### src/rtl/excess3_conv_sched_pkg.sv
// Shared types and constants for the excess-3 to BCD conversion scheduler.
package excess3_conv_sched_pkg;

   typedef enum logic [1:0] {
      IDLE,
      CONV,
      DONE
   } state_t;

   localparam logic [3:0] XS3_OFFSET = 4'd3;
   localparam logic [3:0] XS3_MIN    = 4'd3;
   localparam logic [3:0] XS3_MAX    = 4'd12;

endpackage

### src/rtl/excess3_digit_conv.sv
// Single-digit excess-3 to BCD conversion (code minus 3, mod 16).
module excess3_digit_conv
   import excess3_conv_sched_pkg::*;
(
   input  logic [3:0] code,
   output logic [3:0] bcd
);

   assign bcd = code - XS3_OFFSET;

endmodule

### src/rtl/excess3_conv_sched.sv
// Two-requester round-robin excess-3 to BCD converter, one digit per cycle.
// Define EXCESS3_ERR_CHECK_EN to flag words holding invalid excess-3 digits.
module excess3_conv_sched
   import excess3_conv_sched_pkg::*;
#(
   parameter int DIGITS = 4
) (
   input  logic                  clk,
   input  logic                  rst,
   input  logic                  req0_valid,
   input  logic [4*DIGITS-1:0]   req0_data,
   output logic                  req0_ready,
   input  logic                  req1_valid,
   input  logic [4*DIGITS-1:0]   req1_data,
   output logic                  req1_ready,
   output logic                  out_valid,
   output logic [4*DIGITS-1:0]   out_data,
   output logic                  out_id,
   output logic                  out_err,
   input  logic                  out_ready,
   output logic                  busy
);

   localparam int W  = 4 * DIGITS;
   localparam int IW = (DIGITS > 1) ? $clog2(DIGITS) : 1;

   state_t          state;
   logic [IW-1:0]   idx;
   logic [W-1:0]    word;
   logic [W-1:0]    result;
   logic            last;
   logic            id_q;
   logic            valid_q;
   logic            grant0;
   logic            grant1;
   logic [3:0]      code;
   logic [3:0]      bcd;

   // last==1 means requester 1 was served most recently, so 0 wins a tie
   assign grant0 = (state == IDLE) && req0_valid && (!req1_valid || last);
   assign grant1 = (state == IDLE) && req1_valid && !grant0;

   assign req0_ready = grant0;
   assign req1_ready = grant1;
   assign busy       = (state != IDLE);
   assign out_valid  = valid_q;
   assign out_data   = result;
   assign out_id     = id_q;

   assign code = 4'(word >> {idx, 2'b00});

   excess3_digit_conv u_conv (
      .code (code),
      .bcd  (bcd)
   );

   always_ff @(posedge clk or posedge rst) begin
      if (rst) begin
         state   <= IDLE;
         idx     <= '0;
         word    <= '0;
         result  <= '0;
         last    <= 1'b1;
         id_q    <= 1'b0;
         valid_q <= 1'b0;
      end else begin
         unique case (state)
            IDLE: begin
               if (grant0 || grant1) begin
                  word  <= grant1 ? req1_data : req0_data;
                  id_q  <= grant1;
                  last  <= grant1;
                  idx   <= '0;
                  state <= CONV;
               end
            end
            CONV: begin
               result[{idx, 2'b00} +: 4] <= bcd;
               idx <= idx + 1'b1;
               if (idx == IW'(DIGITS - 1)) begin
                  state   <= DONE;
                  valid_q <= 1'b1;
               end
            end
            DONE: begin
               if (out_ready) begin
                  state   <= IDLE;
                  valid_q <= 1'b0;
               end
            end
            default: state <= IDLE;
         endcase
      end
   end

`ifdef EXCESS3_ERR_CHECK_EN
   logic err_q;
   logic bad;

   assign bad = (code < XS3_MIN) || (code > XS3_MAX);

   always_ff @(posedge clk or posedge rst) begin
      if (rst) begin
         err_q <= 1'b0;
      end else if (state == IDLE && (grant0 || grant1)) begin
         err_q <= 1'b0;
      end else if (state == CONV && bad) begin
         err_q <= 1'b1;
      end
   end

   assign out_err = err_q;
`else
   assign out_err = 1'b0;
`endif

endmodule

### config.mk
export PLATFORM = sky130hd
export DESIGN_NAME = excess3_conv_sched
export DESIGN_NICKNAME = d
export VERILOG_FILES = /design/src/rtl/excess3_conv_sched_pkg.sv /design/src/rtl/excess3_digit_conv.sv /design/src/rtl/excess3_conv_sched.sv
export SDC_FILE = /design/constraint.sdc
export NUM_CORES = 1
export LEC_CHECK = 0
export BUFFER_PORTS_ARGS = -buffer_cell sky130_fd_sc_hd__buf_2
export CORE_MARGIN = 4
export CORE_UTILIZATION = 47
export CTS_BUF_LIST = sky130_fd_sc_hd__clkbuf_4
export DETAILED_ROUTE_END_ITERATION = 8
export PLACE_DENSITY = 0.83
export SYNTH_ARGS = -nofsm -noshare
export SYNTH_HDL_FRONTEND = slang
export SYNTH_SLANG_ARGS = --single-unit
### constraint.sdc
create_clock -name clk -period 1.7 [get_ports clk]
set_clock_uncertainty 0.1 [all_clocks]
set_input_delay 0.17 -clock clk [delete_from_list [all_inputs] [get_ports clk]]
set_output_delay 0.17 -clock clk [all_outputs]
set_load 0.01 [all_outputs]
# Word-level counts from Yosys, hierarchy flattened
# Cells that the tools add are included.
[totals]
ff_bits = 39
[op_classes]
n_addsub = 3
reduce_logical = 16
muxes = 11
n_eq_ne = 6
shifts = 3
[ops]
columns = ["cell", "count"]
rows = [
  ["bitwise mux 16 bit", 1],
  ["2-to-1 mux 16 bit", 1],
  ["variable shift 4 x 6 -> 16 bit (first input constant)", 1],
  ["variable part select 4 x 6 -> 16 bit", 1],
  ["right shift 16 x 4 -> 4 bit", 1],
  ["2-to-1 mux 2 bit", 4],
  ["negation 4 -> 6 bit", 1],
  ["case mux 2 bit (3 select lines)", 1],
  ["AND reduction 3 bit", 2],
  ["nonzero test 2 bit", 3],
  ["== test 2 bit (second input constant)", 2],
  ["logical AND 1 bit", 4],
  ["inequality test 2 bit (second input constant)", 2],
  ["case mux 2 bit (2 select lines)", 1],
  ["AND reduction 2 bit", 2],
  ["subtractor 4 x 2 -> 4 bit (second input constant)", 1],
  ["adder 2 x 1 -> 2 bit (second input constant)", 1],
  ["== test 2 x 1 -> 1 bit (second input constant)", 1],
  ["logical NOT 1 bit", 2],
  ["logical NOT 2 bit", 1],
  ["logical OR 1 bit", 2],
  ["2-to-1 mux 1 bit", 2],
  ["inequality test 2 x 1 -> 1 bit (second input constant)", 1],
  ["case mux 1 bit (2 select lines)", 1],
]

# Depth between registers and ports, before layout
# Gate-level depths: netlist of the first run.
[depth]
word_depth = 8
mapped_depth = 6
mapped_depth_nobuf = 5

# Cells and area by module
# A second synthesis of the first run with hierarchy kept.
[unflattened]
cells_unflattened = 197
area_unflattened_um2 = 2082.0
[by_module_without_submodules]
columns = ["mod", "n_inst", "cells_per_inst", "area_per_inst_um2"]
rows = [
  ["excess3_conv_sched", 1, 192, 2039.5],
  ["excess3_digit_conv", 1, 5, 42.5],
]

# Worst setup path after synthesis of the first run
# Ideal clock, no wire load.
[synth_timing]
path_kind = "flip-flop to flip-flop"
startpoint = "reg idx[1]"
endpoint = "reg result[14] (netlist: out_data[14])"
t_arrival_ns = 1.712
setup_ns = 0.066
stages_incl_launch_ff = 6
setup_slack_ns = -0.179
n_path_buf = 1
cell_sequence = "dfrtp_1 -> buf_2 -> mux4_2 -> ha_1 -> xnor2_1 -> a22o_1"
[synth_between]
elab_chain_len = 4
elab_cells_between_ends = 6
[synth_rtl]
columns = ["item", "line", "source"]
rows = [
  ["start, declared", "excess3_conv_sched.sv:28", "logic [IW-1:0] idx;"],
  ["start signal, assigned", "excess3_conv_sched.sv:79", "idx <= idx + 1'b1;"],
  ["right shift 16 x 4 -> 4 bit", "excess3_conv_sched.sv:50", "assign code = 4'(word >> {idx, 2'b00});"],
  ["subtractor 4 x 2 -> 4 bit", "excess3_digit_conv.sv:9", "assign bcd = code - XS3_OFFSET;"],
  ["variable part select 4 x 6 -> 16 bit", "excess3_conv_sched.sv:78", "result[{idx, 2'b00} +: 4] <= bcd;"],
  ["bitwise mux 16 bit (*)", "excess3_conv_sched.sv:78", ""],
  ["end signal, assigned", "excess3_conv_sched.sv:62", "result <= '0;"],
  ["end signal, assigned by index", "excess3_conv_sched.sv:78", ""],
  ["end, declared", "excess3_conv_sched.sv:30", "logic [W-1:0] result;"],
]
# Mark *: on every way between the ends. The rest lies on a longest branch, timed or not.
# A chain may end at the register's enable or synchronous reset.

# Worst setup path after layout of the first run
[layout_timing]
startpoint = "reg idx[1]"
endpoint = "reg result[10] (netlist: out_data[10])"
# The elaborated chain is that of the path after synthesis.

==> results.tsv, run 1 <==
stage	metric	value	unit
worst_setup_path	setup.worst_path.class	reg2reg	
yosys	synth_flop_cell	dfrtp_1	
worst_setup_path	arrival	1.93	ns
worst_setup_path	reg2regPathDepth	4	
status	violations	hold timing, setup timing	
yosys	synth_edf_count	0	
cts	root_buffer	clkbuf_4	
drt	drt_iter0_drc	52	
floorplan	coreArea	3720	um^2
worst_setup_path	crit_cells	4	
global_routing	grt_pass1_wl	7760	um
floorplan	ioPinCount	59	
timing	maxSlewViolCount	0	
worst_setup_path	critPathCapture	out_data[10]	
cts	cts_tree	yes	
worst_setup_path	timing.rr.end	out_data[10]	
place	place.port_buffers	57	
cells_and_area	multiInputGateArea	871	um^2
worst_setup_path	path_max_fanout	6	
place	gp_congestion	0.797	
cts	cts.path.max_buffers	2	
timing	min_period_over_period	1.04	
yosys	synth_area_per_cell	10.2	um^2
worst_setup_path	reg2reg_slack	-0.06	ns
yosys	synth.distinct_cells	31	
worst_setup_path	slowest_stage	mux4_2	
drt	ant_nets	0	
worst_setup_path	critPathLaunchType	register	
cells_and_area	drive_above_1_share	0.408	
yosys	yosys.area.top_type	dfrtp_1	
cells_and_area	diodes	0	
worst_setup_path	rr_startpoint	idx[1]	
yosys	synth_top_cell_area_share	0.517	
worst_setup_path	crit_family	multiplexers	
timing	fin_crit	1.76	ns
global_routing	antenna_found_initial	0	
yosys	ys_seq_area_frac	0.531	
global_routing	track_usage	0.200	
worst_setup_path	slowest_delay	0.57	ns
timing	setup_ws	-0.0649	ns
power_and_ir_drop	p_leak	1.35	nW
cells_and_area	fin_area	2730	um^2
cells_and_area	nFillCells	276	
cts	clk_latency	0.37	ns
cells_and_area	nets	327	
global_routing	gr-total-overflow	0	
cts	numClockSinks	39	
timing	setup_viol	9	
cells_and_area	seq_area	982	um^2
global_routing	grt_pass1_vias	1735	
timing	rsz0062_at_grt	true	
status	status	finished, violations left	
run	maxCapViolCount	0	
floorplan	rows	22	
drt	routed_wl	5150	um
cells_and_area	layout_common_cells	57 x buf_2, 34 x dfrtp_1, 33 x nand2_1, 27 x buf_4, 23 x o21ai_0	
yosys	syn_nets	225	
drt	wire_per_inst	15.5	um
floorplan	die_area	4980	um^2
floorplan	initial_utilization	0.495	
cts	clkSlewWorstSetupHoldPaths	0.13	ns
place	dpl_cell_area	2320	um^2
worst_setup_path	cp_cell_sequence	mux4_2 > ha_4 > xnor2_4 > a22o_1	
worst_setup_path	cp-startpoint	idx[1]	
yosys	synth_area_leaders	dfrtp_1 52%, nand2_1 6.7%, o21ai_0 6.3%	
drt	drcViolationCount	0	
yosys	syn_inst	181	
global_routing	grt_max_degree	40	
worst_setup_path	cp_num_buf_inv	0	
worst_setup_path	required	1.86	ns
power_and_ir_drop	power	5.33	mW
floorplan	chipWidth	70.6	um
place	dp_hpwl	3370	um
cells_and_area	area_growth	48.5	%
cts	htreeDepth	2	
timing	max_clock_freq	567	MHz
drt	vias	1765	
cells_and_area	final_common_cell	buf_2	
power_and_ir_drop	power.density	1950	nW/um^2
min_path	hold_path_class	in2reg	
yosys	synth_area	1840	um^2
timing	final_hold_viol_count	2	
yosys	ys_seq_elements	39	
cts	cts_buffers	5	
yosys	yosysWarnings	0	
worst_setup_path	cp-end-kind	register	
min_path	hold_path_depth	3	
drt	viasPerCell	5.32	
power_and_ir_drop	irDropWorstVdd	1.11	mV
timing	hold_ws	-0.00834	ns
drt	drtPass1Iterations	4	
floorplan	die_y	70.6	um
yosys	async_flop_share	1.00	
==> registers in the layout (all words and copies together) (netlist names) <==
signal,flops
last,1
state,2
word,16
out_valid,1
out_id,1
idx,2
out_data,16
==> power breakdown <==
group / switching (mW) / internal, mW / total, mW / leakage [nW]
clock network: 0.327 / 0.457 / 0.784 / 0.0514
logic: 1.43 / 1.46 / 2.89 / 0.815
registers: 0.298 / 1.36 / 1.66 / 0.484
total: 2.06 / 3.28 / 5.33 / 1.35
==> timing repair <==
item / CTS / global route
endpoints found under the setup margin: 17 / 18
endpoints found under the hold margin: 52 / 2
pin swaps: 2 / 4
gates cloned: 0 / 0
hold buffers: 16 / 2
gates resized for setup: 6 / 8
buffers inserted: 0 / 11
==> cell families after synthesis <==
kind of cell / share of synthesized area
adder cells (fa/ha/maj): 0.0476
buffers and inverters: 0.0415
flip-flops: 0.531
multiplexers: 0.0490
AND/OR/NAND/NOR: 0.131
other: 0.00204
XOR/XNOR: 0.00953
AO/OA/AOI/OAI: 0.188
==> Yosys cell counts, types with 2 or more instances <==
| cell type | number |
|---|---|
| a21oi_1 | 3 |
| a221o_1 | 2 |
| a22o_1 | 8 |
| clkbuf_1 | 5 |
| dfrtp_1 | 38 |
| ha_1 | 7 |
| inv_1 | 9 |
| mux4_2 | 4 |
| nand2_1 | 33 |
| nand3_1 | 4 |
| nor2_1 | 7 |
| o21ai_0 | 23 |
| o21ai_1 | 6 |
| o22ai_1 | 14 |
| xnor2_1 | 2 |
==> how the worst min path moves through the flow <==
stage | end | startpoint
floorplan | word[5] | req0_data[5]
global placement | word[11] | rst
detailed placement | out_data[4] | rst
CTS | last | req1_valid
global route | word[11] | req1_data[11]
finish | word[15] | req1_data[15]
==> tightest hold or removal path: cells and delay by family <==
family | cells | cell delay, ns
buffers and inverters | 1 | 0.07
AO/OA/AOI/OAI | 2 | 0.19
==> through the flow <==
step	TNS [ns]	std cells	hold WS (ns)	util	setup WS [ns]
2_1_floorplan	-0.834	181	0.215	-	-0.117
3_3_place_gp	-0.158	295	0.205	0.626	-0.0352
3_5_place_dp	-0.756	295	0.210	0.626	-0.107
4_1_cts	-0.352	319	0.00412	0.702	-0.0656
5_1_grt	-1.26	332	0.0153	0.735	-0.133
6_report	-0.296	332	-0.00834	0.735	-0.0649
==> per-layer routing <==
layer	global-route usage	up-vias	share of wire	routed length [um]
met5	0	-	0	0
met4	0.0856	0	0.035	182
met3	0.0483	19	0.062	320
met2	0.348	67	0.52	2680
met1	0.235	831	0.38	1970
li1	-	848	-	-
==> area by class of cell <==
cell class | instances | share of cell area
Clock inverter | 3 | 0.0247
Multi-Input combinational cell | 125 | 0.319
Clock buffer | 5 | 0.0137
Tap cell | 48 | 0.0220
Inverter | 9 | 0.0124
Timing Repair Buffer | 103 | 0.249
Sequential cell | 39 | 0.360
Note: power is estimated with default switching activity, not from simulation.
==> run 2, diff against run 1 <==
--- a/config.mk
+++ b/config.mk
@@ -6,11 +6,13 @@
 export NUM_CORES = 1
 export LEC_CHECK = 0
 export BUFFER_PORTS_ARGS = -buffer_cell sky130_fd_sc_hd__buf_2
+export CAP_MARGIN = 40
 export CORE_MARGIN = 4
 export CORE_UTILIZATION = 47
 export CTS_BUF_LIST = sky130_fd_sc_hd__clkbuf_4
 export DETAILED_ROUTE_END_ITERATION = 8
 export PLACE_DENSITY = 0.83
+export SKIP_LAST_GASP = 1
 export SYNTH_ARGS = -nofsm -noshare
 export SYNTH_HDL_FRONTEND = slang
 export SYNTH_SLANG_ARGS = --single-unit
==> results.tsv, run 2 (synthesis gave the netlist of run 1 again) <==
stage	metric	value	unit
place	dp_hpwl	3370	um
global_routing	track_usage	0.200	
place	dp_cells	295	
cells_and_area	seq_area	982	um^2
timing	maxSlewViolCount	0	
timing	min_period_over_period	1.04	
worst_setup_path	reg2regPathDepth	4	
worst_setup_path	required	1.86	ns
cts	htreeDepth	2	
drt	drcViolationCount	0	
floorplan	rows	22	
drt	ant_nets	0	
power_and_ir_drop	p_leak	1.35	nW
cells_and_area	final_cell_count_no_fill	332	
min_path	hold_path_depth	3	
timing	setup_ws	-0.0651	ns
worst_setup_path	cp-end-kind	register	
cells_and_area	multiInputGateArea	871	um^2
worst_setup_path	path_max_fanout	6	
floorplan	die_y	70.6	um
floorplan	die_area	4980	um^2
worst_setup_path	timing.rr.end	out_data[10]	
drt	viasPerCell	5.33	
cells_and_area	nFillCells	273	
worst_setup_path	setup.worst_path.class	reg2reg	
place	gp_congestion	0.797	
timing	rsz0062_at_grt	true	
timing	setup_viol	9	
global_routing	grt_pass1_vias	1735	
status	status	finished, violations left	
cts	cts_tree	yes	
floorplan	initial_utilization	0.495	
cells_and_area	diodes	0	
floorplan	chipWidth	70.6	um
worst_setup_path	reg2reg_slack	-0.07	ns
cts	numClockSinks	39	
timing	max_clock_freq	567	MHz
place	place.port_buffers	57	
run	maxCapViolCount	0	
cells_and_area	layout_common_cells	56 x buf_2, 34 x dfrtp_1, 33 x nand2_1, 27 x buf_4, 23 x o21ai_0	
worst_setup_path	critPathLaunchType	register	
cts	cts.path.max_buffers	2	
power_and_ir_drop	power.density	1950	nW/um^2
cts	cts_buffers	5	
global_routing	antenna_found_initial	0	
worst_setup_path	rr_startpoint	idx[1]	
cts	clkSlewWorstSetupHoldPaths	0.13	ns
worst_setup_path	arrival	1.93	ns
global_routing	grt_pass1_wl	7760	um
drt	drt_iter0_drc	55	
cells_and_area	nets	327	
power_and_ir_drop	power	5.34	mW
timing	fin_crit	1.77	ns
drt	vias	1769	
status	violations	hold timing, setup timing	
floorplan	coreArea	3720	um^2
drt	wire_per_inst	15.4	um
cells_and_area	drive_above_1_share	0.408	
min_path	hold_path_class	in2reg	
cts	root_buffer	clkbuf_4	
global_routing	grt_max_degree	40	
timing	hold_ws	-0.00763	ns
timing	final_hold_viol_count	2	
global_routing	gr-total-overflow	0	
power_and_ir_drop	irDropWorstVdd	1.11	mV
drt	drtPass1Iterations	4	
cts	clk_latency	0.37	ns
cells_and_area	area_growth	48.8	%
floorplan	ioPinCount	59	
cells_and_area	final_common_cell	buf_2	
timing	setup_tns	-0.304	ns
min_path	hold_start	req1_data[15]	
drt	routed_wl	5120	um
min_path	hold_path_end	word[15]	
[run 2: power by group]
part           switching (mW)  internal (mW)
clock network           0.327          0.457
registers               0.296           1.36
logic                    1.43           1.46
[run 2: layer usage]
metal | GRT usage | vias up | share of wire
met5 | 0 | - | 0
met4 | 0.0856 | 0 | 0.024
met3 | 0.0483 | 14 | 0.059
met2 | 0.348 | 67 | 0.53
met1 | 0.235 | 837 | 0.39
li1 | - | 851 | -
[run 2: worst max path at each step]
stage / startpoint / end / slack [ns] / depth (start not counted)
6_report: idx[1] / out_data[10] / -0.07 / 4
2_1_floorplan: idx[0] / out_data[10] / -0.12 / 5
5_1_grt: idx[1] / out_data[14] / -0.13 / 4
3_5_place_dp: idx[1] / out_data[14] / -0.11 / 4
4_1_cts: idx[1] / out_data[2] / -0.07 / 4
3_3_place_gp: idx[1] / out_data[2] / -0.04 / 4
[run 2: critical path, cell delays in order, from the launching register on]
cell and delay [ns]:
dfrtp_2 0.46, mux4_2 0.57, ha_4 0.20, xnor2_4 0.13, a22o_1 0.20
[run 2: through the flow]
step	hold slack, ns	cell area (um^2)	setup slack [ns]	utilization
after floorplan	0.215	1890	-0.117	-
after global placement	0.205	2320	-0.0352	0.626
after detailed placement	0.210	2320	-0.107	0.626
after CTS	0.00412	2610	-0.0656	0.701
after global routing	0.0153	2740	-0.133	0.737
final	-0.00763	2740	-0.0651	0.737
[run 2: cell type report]
class | count | area share
clock buffers | 5 | 0.0137
multi-input cells | 125 | 0.318
repair buffers | 103 | 0.250
flip-flops and latches | 39 | 0.359
inverters | 9 | 0.0123
clock inverters | 3 | 0.0247
well taps | 48 | 0.0219
[run 2: repair_timing]
action,in CTS,in global routing
resized for setup,4,11
setup buffers,0,11
pin swaps,2,4
endpoints found under the setup margin,17,18
hold buffers,16,2
hold endpoints to repair,52,2
